[config.mk]
export PLATFORM = sky130hd
export DESIGN_NAME = pc_unit
export DESIGN_NICKNAME = d
export VERILOG_FILES = /design/src/rtl/pc_unit.sv
export SDC_FILE = /design/constraint.sdc
export NUM_CORES = 1
export LEC_CHECK = 0
export ABC_AREA = 1
export CAP_MARGIN = 20
export CORE_MARGIN = 2
export CORE_UTILIZATION = 66
export DETAILED_ROUTE_END_ITERATION = 8
export DONT_BUFFER_PORTS = 1
export PLACE_DENSITY = 0.82
export SYNTH_ARGS = -nofsm -noshare
export SYNTH_HDL_FRONTEND = slang
export SYNTH_SLANG_ARGS = --single-unit
[constraint.sdc]
create_clock -name clk -period 2.7 [get_ports clk]
set_input_delay 0.405 -clock clk [delete_from_list [all_inputs] [get_ports clk]]
set_output_delay 0.405 -clock clk [all_outputs]
set_load 0.01 [all_outputs]
[src/rtl/pc_unit.sv]
// -----------------------------------------------------------------------------
// pc_unit - program-counter unit for the piRISC core.
//
// Holds the architectural PC and selects the next PC for sequential, branch,
// JAL, JALR, trap and MRET flows. Control-flow targets that break instruction
// alignment are redirected to the trap vector, with the faulting PC saved in
// EPC. A retire counter counts every non-trap PC update.
//
// Ports:
//   clk           in   rising-edge clock
//   rst           in   synchronous, active-high reset
//   stall         in   hold PC, EPC and retire counter this cycle
//   pc_select     in   next-PC mode (SEQ/BRANCH/JAL/JALR/MRET, 101-111 = SEQ)
//   branch_taken  in   branch comparison result, BRANCH mode only
//   immgen_in     in   sign-extended immediate
//   alu_in        in   ALU result (rs1+imm for JALR)
//   trap_req      in   trap request; wins over stall and misalignment
//   trap_vector   in   trap handler base, low two bits ignored
//   pc_value      out  current PC (registered)
//   link_addr     out  pc_value+4, combinational return address
//   epc           out  PC saved on the last trap (registered)
//   misaligned    out  one-cycle pulse when a misaligned target was trapped
//   retire_count  out  count of non-trap PC updates, wraps (registered)
// -----------------------------------------------------------------------------
module pc_unit #(
  parameter int                DWIDTH       = 32,
  parameter logic [DWIDTH-1:0] RESET_VECTOR = '0,
  parameter int                IALIGN       = 32,
  parameter int                CNT_WIDTH    = 32
) (
  input  logic                 clk,
  input  logic                 rst,
  input  logic                 stall,
  input  logic [2:0]           pc_select,
  input  logic                 branch_taken,
  input  logic [DWIDTH-1:0]    immgen_in,
  input  logic [DWIDTH-1:0]    alu_in,
  input  logic                 trap_req,
  input  logic [DWIDTH-1:0]    trap_vector,
  output logic [DWIDTH-1:0]    pc_value,
  output logic [DWIDTH-1:0]    link_addr,
  output logic [DWIDTH-1:0]    epc,
  output logic                 misaligned,
  output logic [CNT_WIDTH-1:0] retire_count
);

  // Next-PC mode encoding; 101-111 fall through to SEQ.
  localparam logic [2:0] SEL_SEQ    = 3'b000;
  localparam logic [2:0] SEL_BRANCH = 3'b001;
  localparam logic [2:0] SEL_JAL    = 3'b010;
  localparam logic [2:0] SEL_JALR   = 3'b011;
  localparam logic [2:0] SEL_MRET   = 3'b100;

  localparam logic [DWIDTH-1:0] PC_STEP = DWIDTH'(4);

  logic [DWIDTH-1:0]    r_pc;
  logic [DWIDTH-1:0]    r_epc;
  logic                 r_misaligned;
  logic [CNT_WIDTH-1:0] r_retire_count;

  logic [DWIDTH-1:0]    w_pc_plus4;
  logic [DWIDTH-1:0]    w_pc_plus_imm;
  logic [DWIDTH-1:0]    w_target;
  logic [DWIDTH-1:0]    w_trap_target;
  logic                 w_target_misaligned;

  // All sums wrap modulo 2^DWIDTH; a negative immediate simply subtracts.
  assign w_pc_plus4    = r_pc + PC_STEP;
  assign w_pc_plus_imm = r_pc + immgen_in;

  // The handler entry is always word aligned regardless of IALIGN.
  assign w_trap_target = trap_vector & ~DWIDTH'(3);

  // NOTE: every output of a combinational block gets a default before the
  // case, so no path leaves it unassigned and no latch is inferred.
  always_comb begin
    w_target = w_pc_plus4;
    unique case (pc_select)
      SEL_SEQ:    w_target = w_pc_plus4;
      SEL_BRANCH: w_target = branch_taken ? w_pc_plus_imm : w_pc_plus4;
      SEL_JAL:    w_target = w_pc_plus_imm;
      // JALR clears bit 0 before the alignment check sees the address.
      SEL_JALR:   w_target = alu_in & ~DWIDTH'(1);
      SEL_MRET:   w_target = r_epc;
      default:    w_target = w_pc_plus4;
    endcase
  end

  // Alignment rule depends on whether compressed instructions exist.
  generate
    if (IALIGN == 16) begin : g_align16
      assign w_target_misaligned = w_target[0];
    end else begin : g_align32
      assign w_target_misaligned = |w_target[1:0];
    end
  endgenerate

  // Priority: rst > trap_req > stall > misaligned target > normal update.
  // Checking stall ahead of misalignment is equivalent to the architectural
  // ordering because a misaligned target is never evaluated while stalled.
  // NOTE: state is updated with non-blocking assignments so every register
  // samples pre-edge values (epc captures the old PC, not the new one).
  // NOTE: reset is synchronous and covers every register explicitly; there is
  // no storage array here that would be left out of reset.
  always_ff @(posedge clk) begin
    if (rst) begin
      r_pc           <= RESET_VECTOR;
      r_epc          <= '0;
      r_misaligned   <= 1'b0;
      r_retire_count <= '0;
    end else if (trap_req) begin
      r_pc           <= w_trap_target;
      r_epc          <= r_pc;
      r_misaligned   <= 1'b0;
      r_retire_count <= r_retire_count;
    end else if (stall) begin
      r_pc           <= r_pc;
      r_epc          <= r_epc;
      r_misaligned   <= 1'b0;
      r_retire_count <= r_retire_count;
    end else if (w_target_misaligned) begin
      // epc records the PC of the faulting control-flow instruction.
      r_pc           <= w_trap_target;
      r_epc          <= r_pc;
      r_misaligned   <= 1'b1;
      r_retire_count <= r_retire_count;
    end else begin
      r_pc           <= w_target;
      r_epc          <= r_epc;
      r_misaligned   <= 1'b0;
      r_retire_count <= r_retire_count + CNT_WIDTH'(1);
    end
  end

  assign pc_value     = r_pc;
  assign link_addr    = w_pc_plus4;
  assign epc          = r_epc;
  assign misaligned   = r_misaligned;
  assign retire_count = r_retire_count;

endmodule

==> results.md, run 1 <==
* Post-route DRC at 0
* Clock Sinks at 97
* Max cap viols at 0
* Most area-hungry cell type in the Yosys netlist: dfxtp_1
* Synth cell types at 42
* Slew Viols, Final at 0
* Vias in the first global route at 9,969
* Hold buffer count at cts at 0
* Num CTS Buffers at 9
* CP Buf/Inv Count at 2
* Avg Inst Size Synth at between 5 and 6 µm²
* Worst setup path class: flip-flop to primary output
* VDD IR max at about 0.00051 V
* Async SR Flop Fraction at 0
* Post-synth EDFFs at 0
* Status: completed
* RSZ-0062 raised after global routing: yes
* Lkg Pwr at 4.83 nW
* Largest net degree at the start of global routing at 58
* Power density over cell area at 437 nW/µm²
* Final Setup Violations at 0
* Wirelength, routed at 33.7 mm
* Clock Latency Late Sink at between 0.3 and 0.4 ns
* Most common cell after layout, fill and taps aside: nand2_1
* Post-synthesis cell area at 8960 µm²
* Total of warnings raised by yosys at 0
* Post-Synth Adder-Cell Area at 0.0483
* Drt via density at between 6 and 7
* Hold path cells at 1
* Crit path max fanout at 4
* Max Root-Sink Buffers at 2
* Synth top area share at 0.217
* CTS Root Cell: clkbuf_16
* Register area at 1950 µm²
* Die width at 121 µm
* Worst R2R Path Depth at 14
* Placer Congestion at 1.02
* Design Area, Final at 9750 µm²
* Vert. Die Dim at 121 µm
* First-pass GRT wire length at 51.5 mm
* Slew HR at 0.424
* Sequential share of the synthesized area at 0.217
* Grt total ovfl at 0
* Post-DP HPWL at ~26 mm
* Compound-Gate Fraction of Synth Area at 0.168
* Highest Clock Rate at 0.380 GHz
* Critical Path, Cell by Cell: inv_1, nor3_2, nand2_1, nor2_1, xor2_1, inv_1
* Fin crit share at 0.976
* Core area at 13,200 µm²
* Main combinational cell family by area after synthesis: simple AND/OR/NAND/NOR gates
* R2r startpoint: pc_value[0]$_SDFFE_PP0N_
* Final min period at 2.63 ns
* Layout cells sized above 1 at 0.0580
* Clk slew on worst S/H paths at 0.07 ns
* Area share of and/or/nand/nor cells after synthesis at 0.374
* Most frequent cells in the layout: nand2_1 (496), inv_1 (307), nor2_1 (113)
* Max stage delay cell, worst path: dfxtp_1
* Die Footprint at roughly 15,000 µm²
* FF-to-FF setup slack at approximately 0.14 ns
* Layout fillers at ~1,200
* Post-synthesis register bit count at slightly below 100
* Crit end category: primary output
* Area grow syn2layout at 8.82%
* Slew @ Worst Pin at 0.862 ns
* Synthesized instance count at 1,605
* Setup crit start kind: flip-flop
* Syn nets at between 1,500 and 2,000
* Skew final at ~0.011 ns
* Worst Hold Class: input port to flip-flop
* CP dominant cell by count: inv_1
* # rows at 42
* Vias at 10,800
* Post-synthesis mux area share at 0
* Worst Hold Endpoint: retire_count[13]$_SDFFE_PP0P_
* I/O Buffers at 0
* Critical path's largest stage delay at roughly 0.47 ns
* ANT nets after route at 0
* Endpoints failing hold at 0
* Total power at 4.26 mW
* R2R Path End: epc[12]$_SDFFE_PP0P_
* Final #Nets at 1,753
* Worst hold slack at 0.106 ns
* CP arrival at 2.23 ns
* Drt first pass iters at 9
* Worst EP required at 2.30 ns
* Routed wire per std cell at 18.8 µm
* Total track usage at 0.452
* Xor and xnor fraction of the mapped netlist area at 0.0371
* Hold path start: rst
* Synth Flop Type: dfxtp_1
* Multi-input gate area at about 5700 µm²
* Family with the most delay on the worst path: simple AND/OR/NAND/NOR gates
* Top post-synthesis cells by area: dfxtp_1 (22%), nand2_1 (21%), inv_1 (13%), nand3_1 (6.3%), a21oi_1 (6.0%)
* CTS tree: done
* Antenna Cells at 0
* Starting Density at 0.677
* CTS HTree Levels at 3
* 1st-iter DRT viols at 1,262
* Initial antenna violation count at 0
* I/O Pins at ~230
* Post-placement cell area at 9350 µm²
power by group:
| part | switching (mW) | internal [mW] | total, mW | leakage [nW] |
|---|---|---|---|---|
| Clock | 0.652 | 0.735 | 1.39 | 0.143 |
| Combinational | 0.827 | 0.408 | 1.23 | 3.89 |
| Sequential | 0.132 | 1.51 | 1.64 | 0.796 |
| Total | 1.61 | 2.65 | 4.26 | 4.83 |
state kept, by name, indices dropped and copies added (netlist names):
register / count
epc: 32
retire_count: 32
pc_value: 32
misaligned: 1
layout make-up:
cell class	count	share of cell area
clock buffers	10	0.0235
clock inverters	6	0.00783
inverters	311	0.120
multi-input cells	1146	0.582
flip-flops and latches	97	0.199
well taps	176	0.0226
repair buffers	50	0.0444
kinds of logic (layout without fill, tap and decap cells):
kind of cell	count (synthesis)	count (layout)
buffers and inverters	362	377
AOI/OAI and AO/OA	263	263
and+or+nand+nor	811	811
adders and majority gates	34	34
xor gates and xnor gates	38	38
DFF	97	97
worst register-to-register path: stages (launching register included):
cell and delay [ns]:
dfxtp_1 0.34, ha_1 0.18, inv_1 0.06, fa_1 0.43, inv_1 0.08, nor2_2 0.06, buf_4 0.13, o211ai_2 0.18
o21ai_4 0.09, buf_12 0.14, o21ai_4 0.24, buf_12 0.21, inv_1 0.09, o21ai_0 0.18, a21oi_1 0.06
how the worst max path moves through the flow:
| stage | end | startpoint | cells after the start | slack (ns) |
|---|---|---|---|---|
| after floorplan | pc_value[8]$_SDFFE_PP0P_ | pc_value[0]$_SDFFE_PP0N_ | 15 | 0.24 |
| after global placement | pc_value[15]$_SDFFE_PP0P_ | immgen_in[0] | 15 | 0.06 |
| after detailed placement | pc_value[25]$_SDFFE_PP0P_ | immgen_in[0] | 14 | -0.09 |
| after CTS | pc_value[15]$_SDFFE_PP0P_ | pc_value[0]$_SDFFE_PP0N_ | 15 | 0.01 |
| after global routing | pc_value[15]$_SDFFE_PP0P_ | pc_value[0]$_SDFFE_PP0N_ | 16 | -0.008 |
| final | link_addr[13] | pc_value[9]$_SDFFE_PP0P_ | 6 | 0.07 |
metal layers:
layer | wire [µm] | part of all wire | track usage | up-vias
li1 | - | - | - | 5098
met1 | 12500 | 0.37 | 0.534 | 4767
met2 | 14900 | 0.44 | 0.720 | 751
met3 | 4230 | 0.13 | 0.142 | 172
met4 | 2040 | 0.061 | 0.267 | 0
met5 | 0 | 0 | 0 | -
metrics by stage:
step | cells | util | setup TNS, ns | setup slack (ns)
finish | 1796 | 0.736 | 0 | 0.0651
global route | 1796 | 0.736 | -0.0119 | -0.00832
CTS | 1792 | 0.730 | 0 | 0.00964
detailed placement | 1776 | 0.706 | -0.184 | -0.0909
global placement | 1776 | 0.706 | 0 | 0.0564
floorplan | 1605 | - | 0 | 0.235
cells in the mapped netlist (2+ instances only):
cell type and count:
nand2_1 497, inv_1 307, nor2_1 120, nand3_1 113
a21oi_1 108, o21ai_0 101, dfxtp_1 97, nor3_1 40
clkbuf_1 38, ha_1 33, xor2_1 29, a32o_1 22
nand4_1 17, o21bai_1 9, xnor2_1 9, buf_2 7
and2_1 6, nor4_1 6, o21ai_1 6, o2111ai_1 4
o22ai_1 4, or2_2 4, buf_4 3, inv_2 3
nand3b_1 3, buf_6 2, o211ai_1 2
what timing repair did:
| action | 4_1_cts | 5_1_grt |
|---|---|---|
| setup endpoints to repair | 7 | 99 |
| gates resized for setup | 6 | 12 |
| pin swaps | 0 | 2 |
| setup buffers | 0 | 4 |
Power figures use the tool's default switching activity.
==> run 2: changes to the inputs <==
--- a/config.mk
+++ b/config.mk
@@ -8,10 +8,10 @@
 export ABC_AREA = 1
 export CAP_MARGIN = 20
 export CORE_MARGIN = 2
-export CORE_UTILIZATION = 66
+export CORE_UTILIZATION = 51
 export DETAILED_ROUTE_END_ITERATION = 8
-export DONT_BUFFER_PORTS = 1
-export PLACE_DENSITY = 0.82
+export PLACE_DENSITY = 0.83
+export SETUP_SLACK_MARGIN = 0.15
 export SYNTH_ARGS = -nofsm -noshare
 export SYNTH_HDL_FRONTEND = slang
 export SYNTH_SLANG_ARGS = --single-unit
==> run 2 against run 1 <==
Non-clock buffer count grew 285. Via count rose by 9.6%. Final area rose by 32%. Clock power shrank 4%. Sequential power is essentially flat. Wire length up 13%. Combinational power up 47%. Global-route usage is 5.4 points lower. Count of clock-buffer cells in the layout unchanged. Cell count grew 19%. Critical path type unchanged. Core utilization increased by 1.1 points. Largest power group is now combinational logic. Clock skew is 0.0041 ns lower.
==> results.md, run 2 (synthesized netlist as in run 1, its figures left out) <==
* Max stage delay cell, worst path: clkdlybuf4s50_1 (was dfxtp_1)
* I/O Buffers at 229 (was 0)
* Area grow syn2layout at 43.7% (was 8.82%)
* Highest Clock Rate at 0.381 GHz (was 0.380 GHz)
* Vias at 11,800 (was 10,800)
* Vert. Die Dim at 137 µm (was 121 µm)
* Final min period at 2.63 ns (about the same)
* Num CTS Buffers at 9 (unchanged)
* Total track usage at 0.399 (was 0.452)
* Drt first pass iters at 6 (was 9)
* Final #Nets at 2,038 (was 1,753)
* Post-DP HPWL at 28.9 mm (was 26.1 mm)
* Worst setup path class: flip-flop to primary output (unchanged)
* Layout cells sized above 1 at 0.115 (was 0.0580)
* Initial antenna violation count at 1 (was 0)
* Crit end category: primary output (unchanged)
* Grt total ovfl at 0 (unchanged)
* Max Root-Sink Buffers at 2 (unchanged)
* Endpoints failing hold at 0 (unchanged)
* Slew Viols, Final at 0 (unchanged)
* VDD IR max at 0.000354 V (was 0.000512 V)
* Starting Density at 0.520 (was 0.677)
* First-pass GRT wire length at 57.3 mm (was 51.5 mm)
* Setup crit start kind: flip-flop (unchanged)
* R2R Path End: epc[18]$_SDFFE_PP0P_ (was epc[12]$_SDFFE_PP0P_)
* Most frequent cells in the layout: nand2_1 (485), inv_1 (304), clkdlybuf4s50_1 (203) (was nand2_1 (496), inv_1 (307), nor2_1 (113))
* Critical path's largest stage delay at 0.54 ns (was 0.47 ns)
* CP Buf/Inv Count at 2 (unchanged)
* Routed wire per std cell at 17.9 µm (was 18.8 µm)
* Placer Congestion at 1.02 (about the same)
* CTS Root Cell: clkbuf_16 (unchanged)
* CTS HTree Levels at 3 (unchanged)
* Slew @ Worst Pin at 0.764 ns (was 0.862 ns)
* Slew HR at 0.490 (was 0.424)
* R2r startpoint: pc_value[0]$_SDFFE_PP0N_ (unchanged)
* Largest net degree at the start of global routing at 57 (was 58)
* Worst path depth at 9 (was 6)
* Family with the most delay on the worst path: simple AND/OR/NAND/NOR gates (unchanged)
* # rows at 48 (was 42)
* Max cap viols at 0 (unchanged)
* Final Setup Violations at 0 (unchanged)
* Skew final at 0.00734 ns (was 0.0115 ns)
* Clock Sinks at 97 (unchanged)
* Lkg Pwr at 6.19 nW (was 4.83 nW)
* Wirelength, routed at 38.1 mm (was 33.7 mm)
* Antenna Cells at 0 (unchanged)
* Worst Hold Class: flip-flop to flip-flop (was input port to flip-flop)
* Vias in the first global route at 10,700 (was 9,969)
* Fin cells at 2,130 (was 1,796)
* RSZ-0062 raised after global routing: yes (unchanged)
* Crit path max fanout at 4 (unchanged)
* Die width at 137 µm (was 121 µm)
* Worst R2R Path Depth at 14 (unchanged)
* CP arrival at 2.22 ns (was 2.23 ns)
* I/O Pins at 233 (unchanged)
* Clk slew on worst S/H paths at 0.07 ns (about the same)
* Worst EP required at 2.30 ns (about the same)
* Critical path endpoint: link_addr[31] (was link_addr[13])
* ANT nets after route at 0 (unchanged)
* Fin Setup TNS at 0 ns (unchanged)
* Post-route DRC at 0 (unchanged)
* Die Footprint at 18,700 µm² (was 14,500 µm²)
* FF-to-FF setup slack at 0.28 ns (was 0.14 ns)
* Fin crit share at 0.972 (was 0.976)
* Status: completed (unchanged)
* Core area at 17,200 µm² (was 13,200 µm²)
* Clock Latency Late Sink at 0.36 ns (about the same)
* Crit path from: pc_value[13]$_SDFFE_PP0P_ (was pc_value[9]$_SDFFE_PP0P_)
* 1st-iter DRT viols at 1,409 (was 1,262)
* Power density over cell area at 369 nW/µm² (was 437 nW/µm²)
* Placed insts at 2,097 (was 1,776)
* Critical Path, Cell by Cell: nand2_1, nor3_2, nand2_2, nor2_2, nand2_1, nand2_1, nand2_1, inv_1, clkdlybuf4s50_1 (was inv_1, nor3_2, nand2_1, nor2_1, xor2_1, inv_1)
* CTS tree: done (unchanged)
* CP dominant cell by count: nand2_1 (was inv_1)
* Layout fillers at 1,429 (was 1,168)
* Drt via density at 5.55 (was 6.01)
* Most common cell after layout, fill and taps aside: nand2_1 (unchanged)
==> run 2: worst min path at each step <==
stage	depth (start not counted)	slack (ns)	endpoint	start
floorplan	2	0.48	epc[12]$_SDFFE_PP0P_	epc[12]$_SDFFE_PP0P_
global placement	2	0.47	epc[12]$_SDFFE_PP0P_	epc[12]$_SDFFE_PP0P_
detailed placement	2	0.47	epc[12]$_SDFFE_PP0P_	epc[12]$_SDFFE_PP0P_
CTS	2	0.48	epc[12]$_SDFFE_PP0P_	epc[12]$_SDFFE_PP0P_
global route	2	0.51	epc[12]$_SDFFE_PP0P_	epc[12]$_SDFFE_PP0P_
finish	2	0.48	epc[12]$_SDFFE_PP0P_	epc[12]$_SDFFE_PP0P_
==> run 2: layout make-up <==
class                           instances  area (µm²)  area share
Sequential cell                        97        1970       0.153
Clock inverter                          6        67.6     0.00524
Tap cell                              225         282      0.0219
Timing Repair Buffer                  335        3190       0.248
Inverter                              311        1180      0.0913
Clock buffer                           10         229      0.0178
Multi-Input combinational cell       1146        5970       0.463
==> run 2: metal layers <==
layer / vias to the layer above / share of wire / wire length [µm] / track usage
li1: 5654 / - / - / -
met1: 5197 / 0.40 / 15300 / 0.533
met2: 814 / 0.42 / 16100 / 0.601
met3: 153 / 0.12 / 4390 / 0.0796
met4: 2 / 0.061 / 2330 / 0.217
met5: - / 0.00034 / 13 / 0
==> run 2: timing repair <==
action,in CTS,in global routing
gates resized for setup,87,66
setup endpoints to repair,94,93
pin swaps,7,15
setup buffers,8,7
hold buffers,0,0
gates cloned,2,0
==> run 2: power by group <==
group | total (mW) | switching (mW) | leakage [nW] | internal, mW
logic | 1.81 | 1.02 | 5.25 | 0.783
clock network | 1.33 | 0.610 | 0.139 | 0.723
registers | 1.61 | 0.0992 | 0.801 | 1.51
total | 4.75 | 1.73 | 6.19 | 3.02
==> run 2: worst min-delay path, stage by stage (launching register included) <==
cell     delay (ns)
dfxtp_1        0.31
inv_1          0.07
a21oi_1        0.06
==> run 2: metrics by stage <==
step           power (mW)  setup slack (ns)  cell area, µm²   util  hold WS [ns]
4_1_cts              4.68           0.00480           12700  0.735         0.481
6_report             4.75            0.0743           12900  0.747         0.482
3_3_place_gp         3.29            -0.247           12000  0.698         0.468
3_5_place_dp         3.31            -0.367           12000  0.698         0.468
5_1_grt              4.96           -0.0441           12900  0.747         0.505
2_1_floorplan        2.49             0.235            8960      -         0.483
